==> src/rtl/pipe_stage_fifo.sv <==
// pipe_stage_fifo
//   Elastic buffer for a pipeline stage boundary (F2D, D2E, E2M, M2W).
//   It holds up to DEPTH payloads with valid/rdy handshakes on both sides.
//   It also provides a flush for branch/trap redirect, occupancy and
//   almost-full outputs, and a saturating back-pressure counter.
//
// Ports
//   clk_in       core clock, rising edge
//   reset_n_in   asynchronous active-low reset
//   s_valid      upstream payload valid
//   s_data       upstream payload
//   s_rdy        buffer accepts this cycle
//   m_valid      head entry valid
//   m_data       head entry payload, read directly from storage
//   m_rdy        downstream takes the head this cycle
//   flush        synchronous discard of all contents
//   count        current occupancy
//   almost_full  count >= DEPTH-AF_MARGIN
//   stall_cnt    saturating count of cycles with s_valid && !s_rdy
//   stall_clr    synchronous clear of stall_cnt

module pipe_stage_fifo #(
  parameter int DATA_W    = 32,
  parameter int DEPTH     = 2,
  parameter int AF_MARGIN = 1,
  parameter int STALL_W   = 16
) (
  input  logic                           clk_in,
  input  logic                           reset_n_in,
  input  logic                           s_valid,
  input  logic [DATA_W-1:0]              s_data,
  output logic                           s_rdy,
  output logic                           m_valid,
  output logic [DATA_W-1:0]              m_data,
  input  logic                           m_rdy,
  input  logic                           flush,
  output logic [$clog2(DEPTH+1)-1:0]     count,
  output logic                           almost_full,
  output logic [STALL_W-1:0]             stall_cnt,
  input  logic                           stall_clr
);

  localparam int CNT_W = $clog2(DEPTH+1);
  localparam int PTR_W = (DEPTH > 1) ? $clog2(DEPTH) : 1;

  localparam logic [CNT_W-1:0] CNT_FULL = CNT_W'(DEPTH);
  localparam logic [CNT_W-1:0] CNT_AF   = CNT_W'(DEPTH - AF_MARGIN);
  localparam logic [PTR_W-1:0] PTR_LAST = PTR_W'(DEPTH - 1);

  if (DEPTH < 1 || AF_MARGIN < 0 || AF_MARGIN >= DEPTH) begin : g_bad_param
    $error("pipe_stage_fifo: illegal DEPTH/AF_MARGIN combination");
  end

  logic [DATA_W-1:0]  mem_q [DEPTH];
  logic [DATA_W-1:0]  mem_d [DEPTH];
  logic [PTR_W-1:0]   wr_ptr_q, wr_ptr_d;
  logic [PTR_W-1:0]   rd_ptr_q, rd_ptr_d;
  logic [CNT_W-1:0]   count_q, count_d;
  logic [STALL_W-1:0] stall_q, stall_d;

  logic push;
  logic pop;

  // A full buffer still accepts when the head leaves in the same cycle.
  // This is the only combinational m_rdy -> s_rdy path.
  assign s_rdy       = (count_q != CNT_FULL) || m_rdy;
  assign m_valid     = (count_q != '0);
  assign m_data      = mem_q[rd_ptr_q];
  assign count       = count_q;
  assign almost_full = (count_q >= CNT_AF);
  assign stall_cnt   = stall_q;

  assign push = s_valid && s_rdy;
  assign pop  = m_valid && m_rdy;

  always_comb begin
    wr_ptr_d = wr_ptr_q;
    rd_ptr_d = rd_ptr_q;
    count_d  = count_q;
    mem_d    = mem_q;

    if (flush) begin
      // Flush wins over any handshake in the same cycle; the data is dropped.
      wr_ptr_d = '0;
      rd_ptr_d = '0;
      count_d  = '0;
    end else begin
      if (push) begin
        mem_d[wr_ptr_q] = s_data;
        wr_ptr_d = (wr_ptr_q == PTR_LAST) ? '0 : wr_ptr_q + PTR_W'(1);
      end
      if (pop) begin
        rd_ptr_d = (rd_ptr_q == PTR_LAST) ? '0 : rd_ptr_q + PTR_W'(1);
      end
      case ({push, pop})
        2'b10:   count_d = count_q + CNT_W'(1);
        2'b01:   count_d = count_q - CNT_W'(1);
        default: count_d = count_q;
      endcase
    end
  end

  // Flush does not clear the stall counter; a flush cycle is not counted.
  always_comb begin
    stall_d = stall_q;
    if (stall_clr) begin
      stall_d = '0;
    end else if (s_valid && !s_rdy && !flush && (stall_q != '1)) begin
      stall_d = stall_q + STALL_W'(1);
    end
  end

  always_ff @(posedge clk_in or negedge reset_n_in) begin
    if (!reset_n_in) begin
      wr_ptr_q <= '0;
      rd_ptr_q <= '0;
      count_q  <= '0;
      stall_q  <= '0;
    end else begin
      wr_ptr_q <= wr_ptr_d;
      rd_ptr_q <= rd_ptr_d;
      count_q  <= count_d;
      stall_q  <= stall_d;
    end
  end

  // Storage has no reset; its contents are meaningless while count is 0.
  always_ff @(posedge clk_in) begin
    mem_q <= mem_d;
  end

  a_count_max : assert property (@(posedge clk_in) disable iff (!reset_n_in)
    count_q <= CNT_FULL);

  a_no_pop_empty : assert property (@(posedge clk_in) disable iff (!reset_n_in)
    !(m_rdy && m_valid && (count_q == '0)));

  a_s_data_stable : assert property (@(posedge clk_in) disable iff (!reset_n_in)
    (s_valid && !s_rdy) |=> $stable(s_data));

endmodule

==> config.mk <==
export PLATFORM = sky130hd
export DESIGN_NAME = pipe_stage_fifo
export DESIGN_NICKNAME = d
export VERILOG_FILES = /design/src/rtl/pipe_stage_fifo.sv
export SDC_FILE = /design/constraint.sdc
export NUM_CORES = 1
export LEC_CHECK = 0
export CELL_PAD_IN_SITES_DETAIL_PLACEMENT = 1
export CELL_PAD_IN_SITES_GLOBAL_PLACEMENT = 1
export CORE_MARGIN = 1.5
export CORE_UTILIZATION = 36
export CTS_CLUSTER_DIAMETER = 100
export CTS_CLUSTER_SIZE = 40
export DETAILED_ROUTE_END_ITERATION = 16
export PLACE_DENSITY = 0.73
export SETUP_SLACK_MARGIN = 0.3
export SYNTH_ARGS = -nofsm -noshare
export SYNTH_HDL_FRONTEND = slang
export SYNTH_SLANG_ARGS = --single-unit
==> constraint.sdc <==
create_clock -name clk_in -period 3.6 [get_ports clk_in]
set_input_delay 0.54 -clock clk_in [delete_from_list [all_inputs] [get_ports clk_in]]
set_output_delay 0.54 -clock clk_in [all_outputs]
set_load 0.01 [all_outputs]
==> flow_summary.rst <==
.. list-table::
   :header-rows: 1

   * - Metric
     - Value
   * - Result of the run
     - complete, no violations
   * - Combined buffer and inverter count along the critical path
     - 2
   * - # rows
     - 36
   * - Startpoint kind of the worst setup timing path
     - flip-flop
   * - Critical path class
     - reg -> out
   * - Number of antenna violations at the first check in global routing
     - 0
   * - Total of warnings raised by yosys
     - 0
   * - Drt via density
     - 5.07
   * - Critical path data arrival time
     - 2.31 ns
   * - Seq/Total Area, Yosys
     - 68.0%
   * - Antenna-violating nets left
     - 0
   * - Vias in the first global route
     - 2454
   * - Setup TNS
     - 0 ns
   * - CTS Hold Bufs
     - 0
   * - Routability congestion estimate from global placement
     - 0.777
   * - CP Data Required Time
     - 3.06 ns
   * - Detailed-routing iteration count for the pre-antenna-repair pass
     - 4
   * - Clock network fraction of total power
     - 25.8%
   * - Lkg Pwr
     - 1.63 nW
   * - Cell area after synthesis
     - 3560 µm²
   * - Overall overflow remaining after global route
     - 0
   * - Max-Cap Viols
     - 0
   * - Quantity of I/O buffers inserted on ports
     - 90
   * - Clk pin slew, worst setup/hold paths
     - 0.09 ns
   * - Synthesized instance count
     - 235
   * - Maximum ir drop on the vdd rail
     - 0.000203 V
   * - Commonest non-fill, non-tap cell in the layout
     - clkdlybuf4s50_1
   * - Mean instance size in the synthesized netlist
     - 15.2 µm²
   * - Clk buf depth
     - 2
   * - Maximum frequency from static timing analysis
     - 351 MHz
   * - Number of I/O pins
     - 91
   * - Post-route clock period utilization
     - 79.1%
   * - CTS tree
     - built
   * - Share of layout cells above drive strength 1
     - 8.98%
   * - Post-layout nets
     - 371
   * - Commonest non-fill, non-tap cells in the layout
     - 90 x clkdlybuf4s50_1, 64 x edfxtp_1, 28 x mux2_1, 20 x dfrtp_1, 13 x a21oi_1
   * - DR iter-0 viols
     - 72
   * - Cell-by-cell listing of the critical path
     - buf_4 > mux2_2 > clkdlybuf4s50_1
   * - Final HPWL DP
     - 5650 µm
   * - Worst Hold Slack
     - 0.615 ns
   * - Total count of hold-check failures in the final report
     - 0
   * - Cells resized by post-CTS repair
     - 0
   * - Cells taking the most area after synthesis
     - edfxtp_1 54%, dfrtp_1 14%, mux2_1 8.8%
   * - Final Routed Wirelength
     - 8100 µm
   * - HP Class
     - reg -> reg
   * - Psw
     - 0.000676 W
   * - Routed wire length on met2
     - 3980 µm
   * - Net count after synthesis
     - 277
   * - Antenna Diode Count
     - 0
   * - Worst slew margin relative to its limit
     - 37.0%
   * - #FFs+latches synth
     - 84
   * - Internal power
     - 0.00172 W
   * - H-Tree Depth
     - 3
   * - Largest net degree at the start of global routing
     - 24
   * - Worst clock skew
     - 0.00875 ns
   * - Total global-route track usage
     - 16.1%
   * - CORE AREA
     - 9680 µm²
   * - Met3 wire len
     - 417 µm
   * - Part of the power in combinational logic
     - 26.4%
   * - Detailed-route wire length per cell
     - 17.3 µm
   * - Latest clock arrival within the worst-skew pair
     - 0.35 ns
   * - Filler Cell Count
     - 984
   * - Sequential share of power
     - 47.9%
   * - Highest metal layer with signal wires
     - met4
   * - Max stage delay cell, worst path
     - dfrtp_1
   * - Post-CTS setup repair buffer count
     - 0
   * - Detailed-route via count
     - 2369
   * - Layout overhead on the synthesized area
     - 35.1%
   * - Clk Tree Root Cell
     - clkbuf_8
   * - Horizontal extent of the die
     - 103 µm
   * - Crit path time final
     - 2.85 ns
   * - Slew at the pin closest to its max-slew limit
     - 0.942 ns
   * - Initial core utilization
     - 36.8%
   * - Number of buffers added by the clock tree synthesis step
     - 9
   * - Pins over their slew limit
     - 0
   * - Wire length of the first global-routing pass
     - 12700 µm
   * - Kind of cell with the highest combined delay on the critical path
     - buffers and inverters
   * - Unrepaired setup endpoints after global routing
     - no
   * - Slowest Stage Delay on Critical Path
     - 0.66 ns
   * - Number of clock sinks seen by CTS
     - 84
   * - Count of distinct cell types in the synthesized netlist
     - 45
   * - Critical path fanouts, max
     - 23
   * - Cell taking the most area after synthesis
     - edfxtp_1
   * - CP Capture Type
     - output port
   * - Power density over cell area
     - 498 nW/µm²
   * - Switching part of the total power
     - 28.2%
   * - Die Span Y
     - 103 µm
   * - Residual DRC count
     - 0
   * - DIE AREA
     - 10500 µm²
   * - Finish-stage setup viols
     - 0
   * - Area fraction of the dominant cell type after synthesis
     - 53.9%
   * - Detailed-route wire length on metal 1
     - 3580 µm
cell type report:
cell class                 instances  area, µm²  area share [%]
clock buffer                      10        128            2.65
clock inverter                     6       48.8            1.01
multi-input combinational        132       1070            22.1
inverter                           8       30.0           0.623
timing repair buffer              94        956            19.8
sequential                        84       2420            50.3
tap                              133        166            3.45
sequential cells by signal, summed over array words and instances, names as in the netlist:
name	cells
wr_ptr_q	1
count	2
mem_q	64
rd_ptr_q	1
stall_cnt	16
cell usage after synthesis (all sizes together):
| master | instances |
|---|---|
| a21oi | 13 |
| a221o | 1 |
| a31oi | 1 |
| and2 | 1 |
| and3 | 1 |
| and4 | 3 |
| and4bb | 1 |
| buf | 6 |
| clkbuf | 5 |
| dfrtp | 20 |
| edfxtp | 64 |
| ha | 4 |
| inv | 8 |
| mux2 | 32 |
| mux2i | 2 |
| nand2 | 6 |
| nand2b | 3 |
| nand3 | 10 |
| nand4 | 4 |
| nand4bb | 1 |
| nor2 | 8 |
| nor2b | 2 |
| nor3 | 2 |
| nor3b | 1 |
| nor4 | 3 |
| o21a | 1 |
| o21ai | 2 |
| o21bai | 1 |
| o22ai | 1 |
| o311a | 1 |
| o311ai | 1 |
| o31a | 1 |
| o31ai | 9 |
| o41ai | 1 |
| or3 | 2 |
| or4 | 9 |
| xnor2 | 3 |
| xor2 | 1 |
power by group through the flow:
stage / Combinational, W / Sequential [W] / Clock (W)
finish: 0.000632 / 0.00115 / 0.000618
floorplan: 0.000317 / 0.00115 / 0
global placement: 0.000628 / 0.00117 / 0
CTS: 0.000642 / 0.00115 / 0.000639
detailed placement: 0.000638 / 0.00117 / 0
global route: 0.000690 / 0.00116 / 0.000685
metrics by stage:
step                      setup slack (ns)  std cells  total power, W  instance area (µm²)  utilization [%]
after floorplan                      0.865        235         0.00147                 3570                -
after CTS                            0.694        467         0.00243                 4820             49.7
after detailed placement             0.924        451         0.00181                 4640             47.9
after global routing                 0.601        467         0.00253                 4820             49.7
final                                0.754        467         0.00240                 4820             49.7
after global placement                1.01        451         0.00179                 4640             47.9
path summary, 6_finish.rpt:
path | startpoint | endpoint | slack (ns) | cells past startpoint
min reg2reg | stall_cnt[8] | stall_cnt[8] | 0.61 | 2
max | rd_ptr_q | m_data[19] | 0.75 | 3
min | stall_cnt[8] | stall_cnt[8] | 0.61 | 2
min in group asynchronous | reset_n_in | stall_cnt[14] | 0.70 | 1
max in group asynchronous | reset_n_in | stall_cnt[7] | 2.31 | 1
max reg2reg | count[0] | mem_q[4] | 1.47 | 6
tightest hold or removal path: stages (launching register included):
cell     delay [ns]
dfrtp_1        0.44
o31ai_1        0.09
a21oi_1        0.06
routing by layer:
| layer | vias up | global-route usage [%] |
|---|---|---|
| met3 | 12 | 3.86 |
| met1 | 1188 | 20.0 |
| li1 | 1097 | - |
| met2 | 72 | 27.2 |
| met4 | 0 | 6.32 |
| met5 | - | 0 |
kinds of logic (layout without fill, tap and decap cells):
group / count (synthesis) / after routing / synth area share [%]
multiplexers: 34 / 34 / 10.7
adder cells (fa/ha/maj): 4 / 4 / 1.40
flip-flops: 84 / 84 / 68.0
XOR/XNOR: 4 / 4 / 0.983
AND/OR/NAND/NOR: 57 / 57 / 10.1
AO/OA/AOI/OAI: 33 / 33 / 6.07
buffers and inverters: 19 / 118 / 2.77
No activity file was read; power rests on OpenSTA's default activity.
